$ cat src/rtl/fish_game_sequencer.sv
// Fishing-game round/level sequencer: game tick divider, per-level countdown, level advance, scoring, win/lose.
// Every output is registered and reflects an input one cycle later; the block never stalls or applies backpressure to its inputs.
module fish_game_sequencer #(
  parameter int TICK_DIV    = 500000,
  parameter int ROUND_TICKS = 1800,
  parameter int NUM_LEVELS  = 4
) (
  input  logic        clk,
  input  logic        rst,
  input  logic        start,
  input  logic        caught,
  input  logic        landed,
  output logic        tick,
  output logic [2:0]  phase,
  output logic [1:0]  level,
  output logic [11:0] time_left,
  output logic [7:0]  score,
  output logic        game_over
);

  localparam int              DW       = (TICK_DIV > 2) ? $clog2(TICK_DIV) : 1;
  localparam logic [DW-1:0]   DIV_LAST = DW'(TICK_DIV - 1);
  localparam logic [DW-1:0]   DIV_PRE  = DW'(TICK_DIV - 2);
  localparam logic [11:0]     RELOAD   = 12'(ROUND_TICKS);
  localparam logic [1:0]      LAST_LVL = 2'(NUM_LEVELS - 1);

  typedef enum logic [2:0] {
    IDLE    = 3'd0,
    FISHING = 3'd1,
    REELING = 3'd2,
    WIN     = 3'd3,
    LOSE    = 3'd4
  } phase_t;

  phase_t        r_phase;
  logic [DW-1:0] r_div;
  logic          r_tick;
  logic [1:0]    r_level;
  logic [11:0]   r_time;
  logic [7:0]    r_score;
  logic          r_game_over;

  logic [5:0]    w_gain;
  logic [8:0]    w_sum;
  logic [7:0]    w_score_sat;

  // Landing bonus: 4 per level number (1-based) plus the coarse time remaining.
  assign w_gain      = {2'b00, r_level, 2'b00} + 6'd4 + {2'b00, r_time[11:8]};
  assign w_sum       = {1'b0, r_score} + {3'b000, w_gain};
  assign w_score_sat = w_sum[8] ? 8'hFF : w_sum[7:0];

  // Tick is registered one count early so it is high exactly while the count sits at its last value.
  always_ff @(posedge clk or posedge rst) begin
    if (rst) begin
      r_div  <= '0;
      r_tick <= 1'b0;
    end else begin
      r_tick <= (r_div == DIV_PRE);
      if (r_div == DIV_LAST) r_div <= '0;
      else                   r_div <= r_div + DW'(1);
    end
  end

  always_ff @(posedge clk or posedge rst) begin
    if (rst) begin
      r_phase     <= IDLE;
      r_level     <= 2'd0;
      r_time      <= RELOAD;
      r_score     <= 8'd0;
      r_game_over <= 1'b0;
    end else if (start) begin
      r_phase     <= FISHING;
      r_level     <= 2'd0;
      r_time      <= RELOAD;
      r_score     <= 8'd0;
      r_game_over <= 1'b0;
    end else begin
      case (r_phase)
        FISHING: begin
          if (caught) begin
            r_phase <= REELING;
          end else if (r_tick) begin
            if (r_time <= 12'd1) begin
              r_time      <= 12'd0;
              r_phase     <= LOSE;
              r_game_over <= 1'b1;
            end else begin
              r_time <= r_time - 12'd1;
            end
          end
        end
        REELING: begin
          if (landed) begin
            r_score <= w_score_sat;
            if (r_level == LAST_LVL) begin
              r_phase     <= WIN;
              r_game_over <= 1'b1;
            end else begin
              r_level <= r_level + 2'd1;
              r_time  <= RELOAD;
              r_phase <= FISHING;
            end
          end
        end
        default: ;
      endcase
    end
  end

  assign tick      = r_tick;
  assign phase     = r_phase;
  assign level     = r_level;
  assign time_left = r_time;
  assign score     = r_score;
  assign game_over = r_game_over;

endmodule
$ cat config.mk
export PLATFORM = sky130hd
export DESIGN_NAME = fish_game_sequencer
export DESIGN_NICKNAME = d
export VERILOG_FILES = /design/src/rtl/fish_game_sequencer.sv
export SDC_FILE = /design/constraint.sdc
export NUM_CORES = 1
export LEC_CHECK = 0
export ABC_AREA = 1
export BUFFER_PORTS_ARGS = -buffer_cell sky130_fd_sc_hd__buf_2
export CORE_MARGIN = 3
export CORE_UTILIZATION = 40
export DETAILED_ROUTE_END_ITERATION = 10
export PLACE_DENSITY_LB_ADDON = 0.08
export REMOVE_ABC_BUFFERS = 1
export SETUP_SLACK_MARGIN = 0.02
export SLEW_MARGIN = 25
export SYNTH_ARGS = -nofsm -noshare
export SYNTH_HDL_FRONTEND = slang
export SYNTH_SLANG_ARGS = --single-unit
$ cat constraint.sdc
create_clock -name clk -period 3.79 [get_ports clk]
set_input_delay 0.379 -clock clk [delete_from_list [all_inputs] [get_ports clk]]
set_output_delay 0.379 -clock clk [all_outputs]
set_load 0.01 [all_outputs]
## Word-level counts from Yosys, hierarchy flattened

Index checks and enable logic that the tools add are counted.

| word-level totals | value |
|---|---|
| bits of input ports | 5 |
| bits in latches | 0 |
| ROM bits | 0 |
| memory bits (writable) | 0 |
| logic and storage cells | 66 |
| flip-flop bits (word level) | 46 |
| memories kept | 0 |

| operators by class | value |
|---|---|
| divide/modulo/power cells | 0 |
| reductions and logical operators | 8 |
| add/sub/neg operators | 6 |
| shifts and indexed selects | 0 |
| bitwise gates (word level) | 0 |
| multiply operators | 0 |
| $lt $le $gt $ge | 1 |
| multiplexer cells | 30 |
| equal/unequal tests | 14 |

Operators by type and width:

| cell | count |
|---|---|
| 12-bit 2-to-1 mux | 6 |
| 19-bit == test (second input constant) | 2 |
| 8-bit 2-to-1 mux | 4 |
| 12-bit case mux with 2 select lines | 1 |
| 19-bit by 1-bit adder with 19-bit output (second input constant) | 1 |
| 19-bit 2-to-1 mux | 1 |
| 3-bit inequality test (second input constant) | 6 |
| 3-bit 2-to-1 mux | 5 |
| 12-bit by 1-bit <= comparator with 1-bit output (second input constant) | 1 |
| 12-bit by 1-bit subtractor with 12-bit output (second input constant) | 1 |
| 2-bit 2-to-1 mux | 5 |
| 8-bit by 6-bit adder with 9-bit output | 1 |
| 4-bit inequality test (second input constant) | 2 |
| 5-bit by 4-bit adder with 6-bit output | 1 |
| 1-bit 2-to-1 mux | 6 |
| 3-bit case mux with 2 select lines | 1 |
| 6-bit AND reduction | 1 |
| 4-bit by 3-bit adder with 5-bit output (second input constant) | 1 |
| 5-bit AND reduction | 1 |
| 4-bit AND reduction | 1 |
| 2-bit nonzero test | 2 |
| 3-bit by 1-bit == test with 1-bit output (second input constant) | 1 |
| 3-bit by 2-bit == test with 1-bit output (second input constant) | 1 |
| 3-bit AND reduction | 1 |
| 6 further kinds | 6 |

## Logic depth before layout (Yosys ltp)

Gate-level depths: netlist (run 1).

| logic depth | value |
|---|---|
| depth in word-level cells | 7 |
| gate-level depth with buffers | 13 |

## Least setup slack after synthesis (run 1)

No wires, ideal clock.

| timing path | value |
|---|---|
| path type | reg2reg |
| start | register r_time[10] (netlist: time_left[10]) |
| end | register r_score[7] (netlist: score[7]) |
| library setup time | 0.065 ns |
| arrival time | 2.608 ns |
| cell stages (with the launch flop) | 13 |
| setup slack | 1.117 ns |
| required time | 3.725 ns |
| path through | dfstp_2 > inv_1 > ha_1 > inv_1 > fa_1 > ha_1 > inv_1 > fa_1 > o21ai_2 > nand3_1 > nand3_1 > nand2_1 > nand2_1 |

| between the ends | value |
|---|---|
| longest elaborated chain between the ends | 6 |

Ends and longest elaborated chain:

| what | RTL line | source |
|---|---|---|
| start: declaration | 39 | `logic [11:0] r_time;` |
| start signal: assignment | 88 | `r_time <= r_time - 12'd1;` |
| 5-bit by 4-bit adder with 6-bit output | 48 | `assign w_gain = {2'b00, r_level, 2'b00} + 6'd4 + {2'b00, r_time[11:8]};` |
| 8-bit by 6-bit adder with 9-bit output | 49 | `assign w_sum = {1'b0, r_score} + {3'b000, w_gain};` |
| 8-bit 2-to-1 mux | 50 | `assign w_score_sat = w_sum[8] ? 8'hFF : w_sum[7:0];` |
| 8-bit 2-to-1 mux | 93 | `if (landed) begin` |
| 8-bit 2-to-1 mux | 78 | `case (r_phase)` |
| 8-bit 2-to-1 mux | 71 | `end else if (start) begin` |
| end signal: assignment | 94 | `r_score <= w_score_sat;` |
| end: declaration | 40 | `logic [7:0] r_score;` |

Every way passes these cells. The select of a mux whose other input is x is not followed.
A chain may end at the register's enable or synchronous reset.

## Worst setup path in the final report (run 1)

Same ends and word-level chain as after synthesis.

==> results of run 1 <==
## state kept, by name, indices dropped and copies added, names as in the netlist
register   cells
game_over      1
level          2
phase          3
r_div         19
score          8
tick           1
time_left     12
## cells in the mapped netlist, types with 4 or more instances
cell	n	area, sq um
nand2_1	125	469
inv_1	72	270
dfrtp_1	42	1050
nor2_1	37	139
nand3_1	36	180
ha_1	15	188
nand4_1	15	93.8
nor2_2	10	62.6
a21oi_1	8	40.0
o21ai_2	7	61.3
xor2_1	7	61.3
inv_2	6	22.5
nand2_2	5	31.3
nor3_1	5	25.0
o21ai_0	5	25.0
dfstp_2	4	105
## area by class of cell
cell class                 instances  area (sq um)
clock buffer                       7          86.3
clock inverter                     1          5.00
fill                             788          3940
inverter                          79           300
multi-input combinational        304          1680
sequential                        46          1160
tap                               99           124
timing repair buffer              31           155
## metrics by stage
step                total power (W)  utilization, %  instances  setup WS [ns]
floorplan                  0.000704               -        429           1.10
global placement           0.000766            45.8        559          0.980
detailed placement         0.000765            45.8        559          0.922
CTS                         0.00109            47.0        567          0.922
global route                0.00114            47.1        567          0.768
finish                      0.00107            47.1        567          0.937
## metal layers
metal	global-route usage, %	up-vias
met3	3.11	4
met2	24.9	43
met1	22.1	1227
met4	4.45	0
li1	-	1426
met5	0	-
## worst max-delay path by stage
stage / slack [ns] / depth (start not counted) / to / start
after floorplan: 1.10 / 12 / score[7] / time_left[10]
after global placement: 0.98 / 12 / score[7] / time_left[10]
after detailed placement: 0.92 / 12 / score[7] / time_left[10]
after CTS: 0.92 / 12 / score[7] / time_left[10]
after global routing: 0.77 / 12 / score[7] / time_left[10]
final: 0.94 / 12 / score[7] / time_left[10]
## where the power goes
part	internal, W	switching, W	leakage (nW)
Sequential	0.000511	0.0000206	0.608
Clock	0.000147	0.000165	0.0482
Combinational	0.0000757	0.000146	1.26
## worst max-delay path: cells and delay by family (launching register included)
kind,cells,cell delay [ns]
adder cells (fa/ha/maj),4,1.36
flip-flops,1,0.56
AND/OR/NAND/NOR,4,0.52
AO/OA/AOI/OAI,1,0.19
buffers and inverters,3,0.18
## logic make-up after synthesis
logic type	share of synthesized area (%)
compound gates	5.45
flops	36.7
xor+xnor	2.78
simple gates	37.2
buf+inv	9.98
fa+ha+maj	7.87
==> metrics.yaml, run 1 <==
global_route:
  antenna_found_initial: 0
  gr-total-overflow: 0
  grt_max_degree: 47
  grt_usage_pct: 15.8
  grt_pass1_vias: 2455
  grt_pass1_wl_mm: 11.3
critical_path:
  crit_fanout: 7
  ff2ff_path_depth: 12
  start_kind: "flop"
  reg2reg_setup_slack_ns: 0.94
  cpPeakStageDelay_ns: 0.56
  cp_common_cell: "inv_1"
  worstSetupPathType: "flop to flop"
  slowest_stage: "dfstp_2"
  reg2reg_to: "score[7]"
  path_cells: "inv_1, ha_1, inv_1, fa_1, ha_1, inv_1, fa_1, o21ai_2, nand3_1, nand3_1, nand2_1, nand2_1"
  end_kind: "flop"
  required_ns: 4.03
  r2r_start: "time_left[10]"
  cp.arrival_ns: 3.10
sta:
  max_freq_mhz: 351
  worst_pin_slew_ns: 0.800
  post-route-min-period_ns: 2.85
  min_period_over_period_pct: 75.3
  drv_slew: 0
  finalHoldViolations: 0
  slew_headroom_pct: 46.6
  grt_setup_unrepaired: "false"
  tns_ns: 0
  setup_viol: 0
  worst_clock_skew_ns: 0.0115
  holdWs_ns: 0.199
floorplan:
  start_util_pct: 42.3
  die_h_um: 94.7
  die_area_sq_mm: 0.00897
  core-area_sq_mm: 0.00745
  io_pins: 32
  die_x_um: 94.7
  fp-row-count: 31
synthesis:
  synth_ff_type: "dfrtp_1"
  synth_edf_count: 0
  syn_area_per_cell_sq_um: 7.30
  synth_area_sq_mm: 0.00315
  ys_warn_count: 0
  ys_seq_area_share_pct: 36.7
  async_flop_share_pct: 100
  synth_seq_cells: 46
  synth_cells: 431
  ys_types: 34
place:
  routabilityCongestion: 0.822
  numPortBuffers: 31
  hpwlAfterDp_mm: 5.21
  placed_cell_area_sq_mm: 0.00341
cells_and_area:
  final_cell_area_sq_mm: 0.00350
  final_cell_mix: "nand2_1 (125), inv_1 (71), dfrtp_1 (42)"
  area_delta_synth_final_pct: 11.3
  drive_gt1_share_pct: 17.9
  layout_commonest_cell: "nand2_1"
  antenna_cells: 0
  final_nets: 490
power_and_ir_drop:
  power.density_mw_per_mm2: 304
  p_leak_nw: 1.92
  irDropWorstVdd_mv: 0.156
detailed_routing:
  vias: 2700
  antenna_left: 0
  routedWlPerCell_um: 12.0
  firstDrtPassIters: 4
  drtIter0Drc: 181
  routed_wl_mm: 6.78
  wl_met1_mm: 3.45
  top_layer_used: "met4"
  viasPerCell: 4.76
  wl_met3_um: 229
  met2_length_mm: 3.04
  drcViolationCount: 0
hold_path:
  hold_class: "input port to async pin"
clock_tree:
  htreeDepth: 2
  cts_tree: "built"
  cts_root_buf: "clkbuf_8"
  clk_pin_slew_ns: 0.09
  cts_hold_buffers: 0
  clock-sinks: 46
  clock_latency_ns: 0.30
  cts.path.max_buffers: 2
  post_cts_resized: 0
  cts_setup_buffers: 0
  cts_buffers: 5
run_status:
  status: "finished clean"
run:
  maxCapViolCount: 0
(Power assumes the default switching activity.)
==> run 2, diff against run 1 <==
- ABC_AREA: 1 -> 0
- clock period: 3.79 -> 2.41 ns (I/O delays scaled with it)
==> run 2 against run 1 <==
  * The run now ends with negative setup slack left
  * Critical path depth fell by 1
  * Via count is 14% lower
  * Power is 110% higher
  * Sequential power grew 84%
==> metrics.yaml, run 2 <==
sta:
  worst_clock_skew_ns: 0.0122  # +0.000733 ns
  post-route-min-period_ns: 2.63  # -0.221 ns
  finalHoldViolations: 0  # unchanged
  setup_viol: 8  # +8
  grt_setup_unrepaired: "true"
  max_freq_mhz: 380  # +8.4%
  drv_slew: 0  # unchanged
  worst_pin_slew_ns: 0.647  # -0.153 ns
  fin_ws_ns: -0.222  # -1.16 ns
  slew_headroom_pct: 56.7  # +10 points
  min_period_over_period_pct: 109  # +34 points
run_status:
  violations: "negative setup slack"
  status: "finished, violations left"
place:
  routabilityCongestion: 0.846  # +2.9%
  numPortBuffers: 31  # unchanged
  hpwlAfterDp_mm: 4.78  # -8.3%
  post-place-ws_ns: -0.388  # -1.31 ns
cells_and_area:
  finish.utilization_pct: 50.7  # +3.6 points
  antenna_cells: 0  # unchanged
  final_nets: 356  # -27%
  area_delta_synth_final_pct: 19.4
  final_cell_mix: "dfrtp_1 (42), buf_2 (31), inv_1 (24)"
  top_register: "r_div"
  drive_gt1_share_pct: 26.0  # +8.1 points
  largest_reg_flops: 19  # unchanged
  layout_commonest_cell: "dfrtp_1"
global_route:
  grt_pass1_vias: 2167  # -12%
  grt_pass1_wl_mm: 10.9  # -3.4%
  antenna_found_initial: 1  # +1
  grt_usage_pct: 17.6  # +1.8 points
  gr-total-overflow: 0  # unchanged
  grt_max_degree: 28  # -40%
floorplan:
  die_area_sq_mm: 0.00797  # -11%
  core-area_sq_mm: 0.00653  # -12%
  start_util_pct: 42.5  # +0.18 points
  io_pins: 32  # unchanged
  fp-row-count: 29  # -6.5%
  die_x_um: 89.3  # -5.8%
  die_h_um: 89.3  # -5.8%
clock_tree:
  clock-sinks: 46  # unchanged
  clock_latency_ns: 0.30  # about the same
  clk_pin_slew_ns: 0.09  # about the same
  cts_root_buf: "clkbuf_8"
  cts.path.max_buffers: 2  # unchanged
  htreeDepth: 2  # unchanged
  cts_tree: "built"
  cts_buffers: 5  # unchanged
synthesis:
  synth_area_sq_mm: 0.00277  # -12%
  ys_seq_area_share_pct: 41.7  # +5.0 points
  synth_edf_count: 0  # unchanged
  ys_warn_count: 0  # unchanged
  netlist.area_leader.share_pct: 37.9  # +4.5 points
  synth_cells: 280  # -35%
  synthTopCellsByArea: "dfrtp_1 (38%), ha_1 (6.8%), dfstp_2 (3.8%)"
  ys_types: 63  # +85%
  synth_ff_type: "dfrtp_1"
  async_flop_share_pct: 100  # unchanged
  synth.most_common_cell: "dfrtp_1"
  syn_area_per_cell_sq_um: 9.90  # +36%
  synth_seq_cells: 46  # unchanged
  yosys-top-cells-count: "dfrtp_1 (42), inv_1 (28), nor2_1 (20)"
  synth_area_leader_cell: "dfrtp_1"
critical_path:
  startpoint: "time_left[10]"
  cp.arrival_ns: 2.82  # -0.28 ns
  required_ns: 2.60  # -1.43 ns
  crit_fanout: 3  # -4
  end_kind: "flop"
  r2r_start: "time_left[10]"
  worstSetupPathType: "flop to flop"
  start_kind: "flop"
detailed_routing:
  routedWlPerCell_um: 15.9  # +33%
  drcViolationCount: 0  # unchanged
  drtIter0Drc: 122  # -33%
  firstDrtPassIters: 4  # unchanged
  routed_wl_mm: 6.54  # -3.6%
  viasPerCell: 5.64  # +18%
  vias: 2317  # -14%
  antenna_left: 0  # unchanged
hold_path:
  hold_class: "input port to flop"
  hp-start: "start"
power_and_ir_drop:
  irDropWorstVdd_mv: 0.217  # +39%
  power.density_mw_per_mm2: 668  # +120%
  p_total_w: 0.00221  # +110%
  p_leak_nw: 1.57  # -18%
run:
  maxCapViolCount: 0  # unchanged
[run 2: logic make-up after synthesis]
group	count (synthesis)	share of synthesized area [%]
AND/OR/NAND/NOR	96	21.4
multiplexers	6	2.21
flip-flops	46	41.7
XOR/XNOR	16	5.05
adder cells (fa/ha/maj)	18	8.94
buffers and inverters	35	5.05
AO/OA/AOI/OAI	63	15.6
[run 2: final cells by class]
class,instances,area [sq um]
tap,77,96.3
timing repair buffer,53,323
multi-input combinational,199,1520
inverter,28,105
sequential,46,1160
clock inverter,2,37.5
clock buffer,6,72.6
fill,603,3220
[run 2: routing by layer]
metal  vias up  track usage, %  share of wire, %
li1       1135               -                 -
met4         2            5.55               1.5
met1      1117            26.7                50
met3        10            3.87               4.5
met2        53            24.8                44
met5         -               0              0.14
[run 2: worst paths after layout]
path                            slack [ns]            end  depth (start not counted)
worst min register to register        0.48      r_div[17]                          1
max in group asynchronous             1.21  time_left[10]                          4
worst min-delay path                  0.28       level[1]                          2
min in group asynchronous             0.54       r_div[9]                          3
worst max-delay path                 -0.22       score[6]                         11
worst max register to register       -0.22       score[6]                         11
[run 2: through the flow]
step           hold WS, ns  std cells  TNS [ns]  instance area (sq um)
5_1_grt              0.287        411     -2.30                   3310
3_5_place_dp         0.333        401     -2.82                   3150
3_3_place_gp         0.333        401     -2.28                   3150
2_1_floorplan        0.307        273     -3.15                   2740
6_report             0.277        411     -1.51                   3310
4_1_cts              0.269        411     -2.11                   3300
[run 2: repair_timing]
item	in CTS	in global routing
pin swaps	12	8
setup buffers	10	1
hold buffers	1	0
setup endpoints to repair	8	8
gates resized for setup	9	2
hold endpoints to repair	6	0
[run 2: critical path: stages (launching register included)]
cell and delay, ns:
dfstp_2 0.56, inv_2 0.05, ha_4 0.25, inv_2 0.03
fa_1 0.48, ha_2 0.19, inv_2 0.04, fa_2 0.34
nor2b_2 0.14, o21a_2 0.18, o2111ai_1 0.13, o211a_1 0.13
[run 2: power breakdown]
group	switching [W]	total, W	internal, W
clock network	0.000278	0.000588	0.000310
logic	0.000354	0.000645	0.000291
registers	0.000118	0.000979	0.000861
